[config.mk]
export PLATFORM = sky130hd
export DESIGN_NAME = song_sequencer_flat
export DESIGN_NICKNAME = d
export VERILOG_FILES = /design/src/rtl/song_sequencer_pkg.sv /design/src/rtl/song_sequencer_if.sv /design/src/rtl/song_sequencer_raster.sv /design/src/rtl/song_sequencer.sv /design/src/flat_wrapper.sv
export SDC_FILE = /design/constraint.sdc
export NUM_CORES = 1
export LEC_CHECK = 0
export ABC_AREA = 1
export BUFFER_PORTS_ARGS = -buffer_cell sky130_fd_sc_hd__buf_2
export CAP_MARGIN = 40
export CORE_MARGIN = 1.5
export CORE_UTILIZATION = 40
export CTS_BUF_LIST = sky130_fd_sc_hd__clkbuf_16
export DETAILED_ROUTE_END_ITERATION = 8
export GPL_ROUTABILITY_DRIVEN = 0
export SYNTH_ARGS = -nofsm -noshare
export SYNTH_HDL_FRONTEND = slang
export SYNTH_SLANG_ARGS = --single-unit
[constraint.sdc]
create_clock -name clock -period 2.5 [get_ports clock]
set_clock_uncertainty 0.1 [all_clocks]
set_input_delay 0.125 -clock clock [delete_from_list [all_inputs] [get_ports clock]]
set_output_delay 0.125 -clock clock [all_outputs]
set_load 0.01 [all_outputs]
[src/rtl/song_sequencer_pkg.sv]
// rtl/song_sequencer_pkg.sv - state encoding and default constants for the song sequencer
package song_seq_pkg;

    typedef enum logic [3:0] {
        S_IDLE,
        S_DEF_DRAW,
        S_DEF_FLUSH,
        S_WAIT_BEAT,
        S_SHIFT,
        S_BOX_SETUP,
        S_BOX_DRAW,
        S_BOX_FLUSH,
        S_SCORE_CHK,
        S_SCORE_ADD,
        S_DONE
    } state_t;

    localparam int DEF_W_DFLT       = 240;
    localparam int DEF_H_DFLT       = 180;
    localparam int BOX_W_DFLT       = 60;
    localparam int BOX_H_DFLT       = 60;
    localparam int NUM_BOXES_DFLT   = 12;
    localparam int SONG_BEATS_DFLT  = 112;
    localparam int BEAT_CYCLES_DFLT = 12500000;
    localparam int DEF_LAT_DFLT     = 2;
    localparam int PIX_LAT_DFLT     = 4;

endpackage

[src/rtl/song_sequencer_if.sv]
// rtl/song_sequencer_if.sv - sequencer-to-datapath/VGA control bundle
interface song_sequencer_if;

    logic [15:0] gridCounter;
    logic [3:0]  boxCounter;
    logic [14:0] pixelCount;
    logic        loadDefault;
    logic        writeDefault;
    logic        shiftSong;
    logic        loadStartAddress;
    logic        loadX;
    logic        loadY;
    logic        writeToScreen;
    logic        changeScore;
    logic        addScore;
    logic        songDone;
    logic        plot;
    logic        busy;

    modport master (
        output gridCounter, boxCounter, pixelCount, loadDefault, writeDefault,
               shiftSong, loadStartAddress, loadX, loadY, writeToScreen,
               changeScore, addScore, songDone, plot, busy
    );

    modport slave (
        input  gridCounter, boxCounter, pixelCount, loadDefault, writeDefault,
               shiftSong, loadStartAddress, loadX, loadY, writeToScreen,
               changeScore, addScore, songDone, plot, busy
    );

endinterface

[src/rtl/song_sequencer_raster.sv]
// rtl/song_sequencer_raster.sv - column-major x/y sweep counter (y fastest)
module raster_counter #(
    parameter int W  = 4,
    parameter int H  = 3,
    parameter int XW = (W > 1) ? $clog2(W) : 1,
    parameter int YW = (H > 1) ? $clog2(H) : 1
) (
    input  logic          clk,
    input  logic          clear,
    input  logic          enable,
    output logic [XW-1:0] x,
    output logic [YW-1:0] y,
    output logic          last
);

    localparam logic [XW-1:0] X_MAX = XW'(W - 1);
    localparam logic [YW-1:0] Y_MAX = YW'(H - 1);

    logic [XW-1:0] x_q;
    logic [YW-1:0] y_q;

    always_ff @(posedge clk) begin
        if (clear) begin
            x_q <= '0;
            y_q <= '0;
        end else if (enable) begin
            if (y_q == Y_MAX) begin
                y_q <= '0;
                x_q <= (x_q == X_MAX) ? '0 : x_q + 1'b1;
            end else begin
                y_q <= y_q + 1'b1;
            end
        end
    end

    assign x    = x_q;
    assign y    = y_q;
    assign last = (x_q == X_MAX) && (y_q == Y_MAX);

endmodule

[src/rtl/song_sequencer.sv]
// rtl/song_sequencer.sv - per-song draw/shift/score FSM; SEQ_PAUSE_EN adds a beat-timer pause input
module song_sequencer
    import song_seq_pkg::*;
#(
    parameter int DEF_W       = DEF_W_DFLT,
    parameter int DEF_H       = DEF_H_DFLT,
    parameter int BOX_W       = BOX_W_DFLT,
    parameter int BOX_H       = BOX_H_DFLT,
    parameter int NUM_BOXES   = NUM_BOXES_DFLT,
    parameter int SONG_BEATS  = SONG_BEATS_DFLT,
    parameter int BEAT_CYCLES = BEAT_CYCLES_DFLT,
    parameter int DEF_LAT     = DEF_LAT_DFLT,
    parameter int PIX_LAT     = PIX_LAT_DFLT
) (
    input  logic              clock,
    input  logic              reset,
`ifdef SEQ_PAUSE_EN
    input  logic              pause,
`endif
    input  logic              start,
    song_sequencer_if.master  seq
);

    localparam int TT   = (BEAT_CYCLES > 1) ? $clog2(BEAT_CYCLES) : 1;
    localparam int BT   = $clog2(SONG_BEATS + 1);
    localparam int WMAX = (DEF_LAT > PIX_LAT) ? ((DEF_LAT > 2) ? DEF_LAT : 2)
                                              : ((PIX_LAT > 2) ? PIX_LAT : 2);
    localparam int WT   = $clog2(WMAX);
    localparam int DXW  = (DEF_W > 1) ? $clog2(DEF_W) : 1;
    localparam int DYW  = (DEF_H > 1) ? $clog2(DEF_H) : 1;
    localparam int BXW  = (BOX_W > 1) ? $clog2(BOX_W) : 1;
    localparam int BYW  = (BOX_H > 1) ? $clog2(BOX_H) : 1;

    state_t            state_q, state_d;
    logic [TT-1:0]     timer_q, timer_d;
    logic [BT-1:0]     beat_q, beat_d;
    logic [3:0]        box_q, box_d;
    logic [WT-1:0]     wait_q, wait_d;
    logic [DEF_LAT-1:0] def_pipe_q;
    logic [PIX_LAT-1:0] pix_pipe_q;

    logic ld_def, wr_def, shift, lsa, lxy, wts, chg, add, done, run;
    logic [DXW-1:0] def_x;
    logic [DYW-1:0] def_y;
    logic [BXW-1:0] box_x;
    logic [BYW-1:0] box_y;
    logic           def_last, box_last;

`ifdef SEQ_PAUSE_EN
    assign run = !pause;
`else
    assign run = 1'b1;
`endif

    raster_counter #(.W(DEF_W), .H(DEF_H)) u_def_raster (
        .clk(clock), .clear(reset || state_q == S_IDLE), .enable(state_q == S_DEF_DRAW),
        .x(def_x), .y(def_y), .last(def_last)
    );

    raster_counter #(.W(BOX_W), .H(BOX_H)) u_box_raster (
        .clk(clock), .clear(reset || state_q == S_BOX_SETUP), .enable(state_q == S_BOX_DRAW),
        .x(box_x), .y(box_y), .last(box_last)
    );

    always_comb begin
        state_d = state_q;
        timer_d = timer_q;
        beat_d  = beat_q;
        box_d   = box_q;
        wait_d  = wait_q;
        ld_def  = 1'b0;
        wr_def  = 1'b0;
        shift   = 1'b0;
        lsa     = 1'b0;
        lxy     = 1'b0;
        wts     = 1'b0;
        chg     = 1'b0;
        add     = 1'b0;
        done    = 1'b0;
        case (state_q)
            S_IDLE: if (start) state_d = S_DEF_DRAW;
            S_DEF_DRAW: begin
                ld_def = 1'b1;
                wr_def = 1'b1;
                if (def_last) begin
                    state_d = S_DEF_FLUSH;
                    wait_d  = '0;
                end
            end
            S_DEF_FLUSH: begin
                wr_def = 1'b1;
                if (wait_q == WT'(DEF_LAT - 1)) begin
                    state_d = S_WAIT_BEAT;
                    timer_d = '0;
                end else begin
                    wait_d = wait_q + 1'b1;
                end
            end
            // The timer only advances here, so redraw time adds to the beat period.
            S_WAIT_BEAT: begin
                if (run) begin
                    if (timer_q == TT'(BEAT_CYCLES - 1)) state_d = S_SHIFT;
                    else                                 timer_d = timer_q + 1'b1;
                end
            end
            S_SHIFT: begin
                shift   = 1'b1;
                state_d = S_BOX_SETUP;
                box_d   = 4'd1;
                wait_d  = '0;
            end
            S_BOX_SETUP: begin
                lsa = 1'b1;
                if (wait_q == WT'(1)) state_d = S_BOX_DRAW;
                else                  wait_d  = wait_q + 1'b1;
            end
            S_BOX_DRAW: begin
                lxy = 1'b1;
                wts = 1'b1;
                if (box_last) begin
                    state_d = S_BOX_FLUSH;
                    wait_d  = '0;
                end
            end
            S_BOX_FLUSH: begin
                wts = 1'b1;
                if (wait_q == WT'(PIX_LAT - 1)) begin
                    wait_d = '0;
                    if (box_q < 4'(NUM_BOXES)) begin
                        box_d   = box_q + 1'b1;
                        state_d = S_BOX_SETUP;
                    end else begin
                        box_d   = '0;
                        state_d = S_SCORE_CHK;
                    end
                end else begin
                    wait_d = wait_q + 1'b1;
                end
            end
            S_SCORE_CHK: begin
                chg     = 1'b1;
                state_d = S_SCORE_ADD;
            end
            S_SCORE_ADD: begin
                add    = 1'b1;
                beat_d = beat_q + 1'b1;
                if (beat_d == BT'(SONG_BEATS)) begin
                    state_d = S_DONE;
                end else begin
                    state_d = S_WAIT_BEAT;
                    timer_d = '0;
                end
            end
            S_DONE: begin
                done    = 1'b1;
                beat_d  = '0;
                state_d = S_IDLE;
            end
            default: state_d = S_IDLE;
        endcase
    end

    always_ff @(posedge clock) begin
        if (reset) begin
            state_q    <= S_IDLE;
            timer_q    <= '0;
            beat_q     <= '0;
            box_q      <= '0;
            wait_q     <= '0;
            def_pipe_q <= '0;
            pix_pipe_q <= '0;
        end else begin
            state_q    <= state_d;
            timer_q    <= timer_d;
            beat_q     <= beat_d;
            box_q      <= box_d;
            wait_q     <= wait_d;
            def_pipe_q <= (def_pipe_q << 1) | DEF_LAT'(ld_def);
            pix_pipe_q <= (pix_pipe_q << 1) | PIX_LAT'(lxy);
        end
    end

    // Outputs are masked while reset is high so an aborted draw emits no stray strobe.
    assign seq.gridCounter      = reset ? '0 : {8'(def_x), 8'(def_y)};
    assign seq.pixelCount       = reset ? '0 : {8'(box_x), 7'(box_y)};
    assign seq.boxCounter       = reset ? '0 : box_q;
    assign seq.loadDefault      = ld_def && !reset;
    assign seq.writeDefault     = wr_def && !reset;
    assign seq.shiftSong        = shift  && !reset;
    assign seq.loadStartAddress = lsa    && !reset;
    assign seq.loadX            = lxy    && !reset;
    assign seq.loadY            = lxy    && !reset;
    assign seq.writeToScreen    = wts    && !reset;
    assign seq.changeScore      = chg    && !reset;
    assign seq.addScore         = add    && !reset;
    assign seq.songDone         = done   && !reset;
    assign seq.plot             = (def_pipe_q[DEF_LAT-1] || pix_pipe_q[PIX_LAT-1]) && !reset;
    assign seq.busy             = (state_q != S_IDLE) && !reset;

endmodule

[src/flat_wrapper.sv]
// flat-port wrapper written by rule: the top's interface ports become plain ports
module song_sequencer_flat import song_seq_pkg::*;
#(
    parameter int DEF_W       = DEF_W_DFLT,
    parameter int DEF_H       = DEF_H_DFLT,
    parameter int BOX_W       = BOX_W_DFLT,
    parameter int BOX_H       = BOX_H_DFLT,
    parameter int NUM_BOXES   = NUM_BOXES_DFLT,
    parameter int SONG_BEATS  = SONG_BEATS_DFLT,
    parameter int BEAT_CYCLES = BEAT_CYCLES_DFLT,
    parameter int DEF_LAT     = DEF_LAT_DFLT,
    parameter int PIX_LAT     = PIX_LAT_DFLT
)
  (clock, reset, start, seq_gridCounter, seq_boxCounter, seq_pixelCount, seq_loadDefault, seq_writeDefault, seq_shiftSong, seq_loadStartAddress, seq_loadX, seq_loadY, seq_writeToScreen, seq_changeScore, seq_addScore, seq_songDone, seq_plot, seq_busy);
  song_sequencer_if seq_i ();
  input  logic clock;
  input  logic reset;
  input  logic start;
  output wire logic [$bits(seq_i.gridCounter)-1:0] seq_gridCounter;
  output wire logic [$bits(seq_i.boxCounter)-1:0] seq_boxCounter;
  output wire logic [$bits(seq_i.pixelCount)-1:0] seq_pixelCount;
  output wire logic [$bits(seq_i.loadDefault)-1:0] seq_loadDefault;
  output wire logic [$bits(seq_i.writeDefault)-1:0] seq_writeDefault;
  output wire logic [$bits(seq_i.shiftSong)-1:0] seq_shiftSong;
  output wire logic [$bits(seq_i.loadStartAddress)-1:0] seq_loadStartAddress;
  output wire logic [$bits(seq_i.loadX)-1:0] seq_loadX;
  output wire logic [$bits(seq_i.loadY)-1:0] seq_loadY;
  output wire logic [$bits(seq_i.writeToScreen)-1:0] seq_writeToScreen;
  output wire logic [$bits(seq_i.changeScore)-1:0] seq_changeScore;
  output wire logic [$bits(seq_i.addScore)-1:0] seq_addScore;
  output wire logic [$bits(seq_i.songDone)-1:0] seq_songDone;
  output wire logic [$bits(seq_i.plot)-1:0] seq_plot;
  output wire logic [$bits(seq_i.busy)-1:0] seq_busy;
  assign seq_gridCounter = seq_i.gridCounter;
  assign seq_boxCounter = seq_i.boxCounter;
  assign seq_pixelCount = seq_i.pixelCount;
  assign seq_loadDefault = seq_i.loadDefault;
  assign seq_writeDefault = seq_i.writeDefault;
  assign seq_shiftSong = seq_i.shiftSong;
  assign seq_loadStartAddress = seq_i.loadStartAddress;
  assign seq_loadX = seq_i.loadX;
  assign seq_loadY = seq_i.loadY;
  assign seq_writeToScreen = seq_i.writeToScreen;
  assign seq_changeScore = seq_i.changeScore;
  assign seq_addScore = seq_i.addScore;
  assign seq_songDone = seq_i.songDone;
  assign seq_plot = seq_i.plot;
  assign seq_busy = seq_i.busy;
  song_sequencer #(.DEF_W(DEF_W), .DEF_H(DEF_H), .BOX_W(BOX_W), .BOX_H(BOX_H), .NUM_BOXES(NUM_BOXES), .SONG_BEATS(SONG_BEATS), .BEAT_CYCLES(BEAT_CYCLES), .DEF_LAT(DEF_LAT), .PIX_LAT(PIX_LAT)) u_core (.clock(clock), .reset(reset), .start(start), .seq(seq_i));
endmodule
=== Word-level counts from Yosys, hierarchy flattened ===
Cells that the tools add are included.

* Add/subtract/negate cells: 8
* Order comparisons: 1
* Equal/unequal tests: 28
* Mux-type cells: 39
* Bitwise gates (word level): 2
* Reductions and logical operators: 32

{| class="wikitable"
|+ Operator list
! kind !! count
|-
| 2-to-1 mux 24 bit || 3
|-
| one-hot mux 24 bit (3 select lines) || 1
|-
| 2-to-1 mux 4 bit || 12
|-
| one-hot mux 4 bit (10 select lines) || 1
|-
| adder 24 x 1 -> 24 bit, second input constant || 1
|-
| == test 24 bit, second input constant || 1
|-
| adder 8 x 1 -> 8 bit, second input constant || 2
|-
| == test 4 x 3 -> 1 bit, second input constant || 4
|-
| == test 8 bit, second input constant || 2
|-
| 2-to-1 mux 16 bit || 1
|-
| 2-to-1 mux 8 bit || 2
|-
| one-hot mux 7 bit (2 select lines) || 1
|-
| logical AND 1 bit || 13
|-
| 2-to-1 mux 13 bit || 1
|-
| adder 6 x 1 -> 6 bit, second input constant || 2
|-
| == test 4 bit, second input constant || 3
|-
| == test 6 bit, second input constant || 2
|-
| 2-to-1 mux 6 bit || 2
|-
| inequality test 2 x 1 -> 1 bit, second input constant || 5
|-
| inequality test 2 bit, second input constant || 5
|-
| one-hot mux 2 bit (5 select lines) || 1
|-
| 2-to-1 mux 1 bit || 9
|-
| == test 4 x 2 -> 1 bit, second input constant || 2
|-
| 2-to-1 mux 2 bit || 4
|-
| other kinds (22) || 30
|}

* Flip-flop bits (word level): 75
* Input port bits: 3
* Output and inout bits: 47
* Word-level logic and storage cells: 121

=== Logic depth before layout (Yosys ltp) ===
* Depth after elaboration: 4
* Depth in mapped cells: 13

=== Cells and area by module ===
Synthesis repeated with hierarchy kept, for this count alone.

* Cells, all modules: 769
* Area, all modules: 4,764.6 µm²

{| class="wikitable"
|+ By module, submodules not included
! module !! instances !! cells each !! area each (µm²) !! seq. area each (µm²)
|-
| song_sequencer || 1 || 565 || 3,308.2 || 940.9
|-
| raster_counter at u_core.u_def_raster || 1 || 120 || 824.5 || 320.3
|-
| raster_counter at u_core.u_box_raster || 1 || 84 || 631.9 || 240.2
|}

=== Least setup slack after synthesis ===
No wires, ideal clock.

* Path kind: flip-flop to flip-flop
* Start: reg u_core.timer_q[0]
* End: reg u_core.state_q[2]
* Arrival time: 1.605 ns
* Required time: 2.330 ns
* Slack: 0.724 ns
* Stages on the path, launching flop included: 10
* Period minus slack after synthesis: 1.776 ns
* Cells stage by stage: dfxtp_1 > ha_1 > nand3_1 > nor2_1 > nand3_1 > nand2_1 > nand2_1 > nor2_1 > o21ai_0 > a21oi_1

* Word-level cells in the longest chain between the ends: 3

{| class="wikitable"
|+ Ends and longest elaborated chain
! item !! line !! source
|-
| start: declaration || song_sequencer.sv:35 || <nowiki>logic [TT-1:0] timer_q, timer_d;</nowiki>
|-
| start signal: assignment || song_sequencer.sv:174 || <nowiki>timer_q <= timer_d;</nowiki>
|-
| == test 24 bit || song_sequencer.sv:102 || <nowiki>if (timer_q == TT'(BEAT_CYCLES - 1)) state_d = S_SHIFT;</nowiki>
|-
| inequality test 2 x 1 -> 1 bit (no line) || -- ||
|-
| AND reduction 7 bit (no line) || -- ||
|-
| end signal: assignment || song_sequencer.sv:173 || <nowiki>state_q <= state_d;</nowiki>
|-
| end: declaration || song_sequencer.sv:34 || <nowiki>state_t state_q, state_d;</nowiki>
|}

No other way between the ends.
A chain may end at the register's enable or synchronous reset.

=== Worst setup path after layout ===
* Start: reg u_core.state_q[1]
* End: out seq_loadX

* Word-level cells in the longest chain between the ends: 3

{| class="wikitable"
|+ Ends and longest elaborated chain
! item !! line !! source
|-
| == test 4 x 3 -> 1 bit || song_sequencer.sv:80 || <nowiki>case (state_q)</nowiki>
|-
| 2-to-1 mux 1 bit || song_sequencer.sv:80 ||
|-
| logical AND 1 bit || song_sequencer.sv:191 || <nowiki>assign seq.loadX = lxy && !reset;</nowiki>
|-
| end: declaration || flat_wrapper.sv:26 || <nowiki>output wire logic [$bits(seq_i.loadX)-1:0] seq_loadX;</nowiki>
|}

No other way between the ends.

==> flow_results.org <==
** Synth
- In the synthesized netlist, the number of instances is between 700 and 800.
- Cell area after synthesis :: between 0.004 and 0.005 mm2
- Biggest area consumer among synthesized cells :: dfxtp_1
- Distinct cell type count of the synthesized netlist :: 38
- Leading cell types by total area after synthesis :: dfxtp_1 (33%), nand2_1 (15%), nor2_1 (11%), inv_1 (7.6%), nand3_1 (6.8%)
- For this run, the number of Yosys warnings is 0.
- In this run the biggest area consumer among cell types represents between 30% and 40% of the synthesized area.
- Sequential element share of the synthesized area :: 32.9%
- Seq cells post-synth :: 75
- Mean instance size in the synthesized netlist :: 6.23 um2

** Clock tree
- Post-CTS Hold Buffers :: 0
- Clock tree buffer depth :: 2
- Cts bufs inserted :: 9
- Clock tree synthesis found a total of 75 sinks.
- Library cell used as clock root buffer :: clkbuf_16
- Clock latency on the worst-skew pair, taken at its later pin, is ~330 ps.
- H-tree levels :: 3
- Total setup buffers inserted after CTS :: 0
- After clock tree synthesis, the clock-pin slew on the worst setup and hold paths is 60 ps.
- TritonCTS built the clock tree.
- Quantity of gates resized following cts :: 0

** Finish
- In the final layout, flip-flops and latches occupy 0.00150 mm2.
- In the final layout, the share of cells above drive strength 1 is between 10 and 15%.
- Area growth from synthesis to layout :: 12.6%
- Diode insertion count for antenna repair :: 0
- The net count of the finished layout is between 700 and 800.
- Fin cells :: between 900 and 1,000
- Counting the fill cells in the layout gives approximately 1,200.
- Footprint of the multi-input gates :: between 0.002 and 0.003 mm2

** STA
- The final number of hold-violating endpoints came to 0.
- Final setup violating endpoints :: 0
- Final max-slew violation count :: 0
- For the final routed database, the setup TNS stands at 0 ps.
- RSZ-0062 raised after global routing :: no
- Static timing analysis puts the maximum clock frequency at 493 MHz.
- Final min period :: slightly above 2000 ps
- In the finished design, the share of the clock period the worst path needs comes to 81.1%.
- Minimum setup slack in the final design :: approximately 470 ps

** Critical path
- Category of the critical setup timing path :: flop to output port
- The worst setup path is captured at an output port.
- Data required time at the worst endpoint :: around 2300 ps
- The setup check on the worst reg-to-reg path leaves a slack of between 400 and 500 ps.
- Reg2reg start :: u_core.timer_q[0]
- Critical path's top delay family :: flip-flops
- Among all stages on the critical path, the largest delay is contributed by dfxtp_1.
- Worst setup path start :: u_core.state_q[1]
- Critical R2R Capture :: u_core.state_q[2]
- Max incr delay on CP :: between 500 and 600 ps
- Cell chain of the critical path :: inv_2, nor2_1, inv_2, nor2_4, inv_1, nor2_1, buf_2
- Buf/Inv on CP :: 4
- The worst register-to-register path has a depth of 9.
- In this run the worst path has a maximum fanout of 8.
- Worst setup SP type :: flop
- Data on the critical path arrives at its endpoint at approximately 1800 ps.

** Worst hold path
- Endpoint of the worst hold path :: u_core.box_q[1]
- Depth of the worst hold-timing path :: 4
- Min-Delay Path Class :: primary input to flop
- The startpoint identified for the worst hold timing path is reset.

** GRT
- Pin count of the biggest net entering global routing :: between 40 and 50
- The number of antenna violations at the first check in global routing was 0.
- The first global-routing pass estimated around 19,000 um of wire.
- Global routing finished with a remaining overflow of 0.
- Vias in the first global route :: approximately 4,400
- Global routing used between 20 and 25% of the available tracks across all layers.

** Route
- The detailed router placed 4,538 vias in this run.
- The first detailed-routing pass took 4 iterations.
- Via-per-instance ratio :: between 4 and 5
- In the final routed layout, each cell accounts on average for approximately 12 um.
- ANT nets after route :: 0
- After detailed routing, the number of remaining DRC violations is 0.
- Post-Route WL :: around 11,000 um
- The detailed router finished its first iteration with about 260 violations.

** Floorplan
- Standard-cell row count :: 38
- After floorplanning, the core was sized to cover between 0.01 and 0.015 mm2.
- Effective utilization at floorplan :: approximately two fifths
- I/O pins :: 50
- The floorplan step defined a die boundary enclosing 0.0121 mm2.
- Horizontal extent of the die :: roughly 110 um
- From bottom edge to top edge, the die measures 110 um.

** Job
- Max cap viols :: 0

** Run status
- The run finished with clean final reports.

** Placement
- Detailed placement HPWL :: just over 8000 um
- Before CTS, the worst setup slack after placement is about 500 ps.
- Port buffering added 46 buffers.
- Post-placement cell count :: between 900 and 1,000

** Power
- The worst-case IR drop observed on VDD is around 0.4 mV.
- Power per cell area :: ~630 mW/mm2
- P_leak :: 2.14 nW
- Total power :: between 0.003 and 0.004 W
[report_power, final]
group	internal, W	switching (W)
clock network	0.000659	0.000500
logic	0.000205	0.000556
registers	0.00125	0.0000617
[Yosys cell counts, drive strengths merged]
master	instances
o21bai	2
clkbuf	6
conb	1
nand2	191
o211ai	1
o31ai	2
nand4	6
buf	14
nor4	1
a21oi	54
nor3b	8
nor3	15
a31o	1
a32o	1
o21ai	19
nor2	144
inv	100
ha	10
xor2	9
xnor2	1
nand3	65
dfxtp	75
o22ai	1
or2	5
[cells by family after synthesis]
logic type	share of synthesized area (%)
adder cells (fa/ha/maj)	2.74
XOR/XNOR	1.92
buffers and inverters	11.0
other	0.0822
flip-flops	32.9
AO/OA/AOI/OAI	9.71
AND/OR/NAND/NOR	41.6
[per-layer routing]
| layer | global-route usage [%] | vias up | wire length, um |
|---|---|---|---|
| li1 | - | 2385 | - |
| met1 | 24.7 | 2072 | 5230 |
| met2 | 34.2 | 71 | 5170 |
| met3 | 5.10 | 10 | 477 |
| met4 | 6.22 | 0 | 127 |
| met5 | 0 | - | 0 |
[tightest hold or removal path, cell delays in order]
cell,delay [ps]
buf_2,180
nor2_1,140
o21ai_0,90
inv_1,50
[cell type report]
type | instances | area share, %
repair buffers | 50 | 5.06
multi-input cells | 539 | 49.9
well taps | 140 | 3.41
clock inverters | 6 | 0.682
clock buffers | 9 | 4.38
inverters | 100 | 7.30
flip-flops and latches | 75 | 29.2
[worst max-delay path by stage]
stage                     depth (start not counted)                  to  slack (ps)
after CTS                                         7           seq_loadX         450
final                                             7           seq_loadX         470
after global placement                           12   u_core.timer_q[1]         540
after floorplan                                   9   u_core.state_q[2]         720
after detailed placement                         11  u_core.timer_q[18]         500
after global routing                             11  u_core.timer_q[18]         220
[cells in the final DEF (no fill, tap or decap), types with 9 or more instances in the layout]
cell	n
nor3_1	15
inv_1	93
nand3_1	62
buf_2	46
xor2_1	9
ha_1	10
dfxtp_1	75
clkbuf_16	9
nor2_1	134
a21oi_1	52
o21ai_0	18
nand2_1	186
[through the flow]
step | util, % | instance area [um2] | hold slack [ps]
global route | 46.8 | 5140 | 271
global placement | 44.4 | 4880 | 295
detailed placement | 44.4 | 4880 | 305
CTS | 46.8 | 5140 | 191
floorplan | - | 4570 | 288
finish | 46.8 | 5140 | 191
[sequential cells by signal (all words and copies together), names as in the netlist, 4 cells and up]
register               flops
u_core.u_box_raster.x      6
u_core.state_q             4
u_core.u_def_raster.x      8
u_core.timer_q            24
u_core.u_box_raster.y      6
u_core.pix_pipe_q          4
u_core.u_def_raster.y      8
u_core.box_q               4
u_core.beat_q              7
Note: power is estimated with default switching activity, not from simulation.
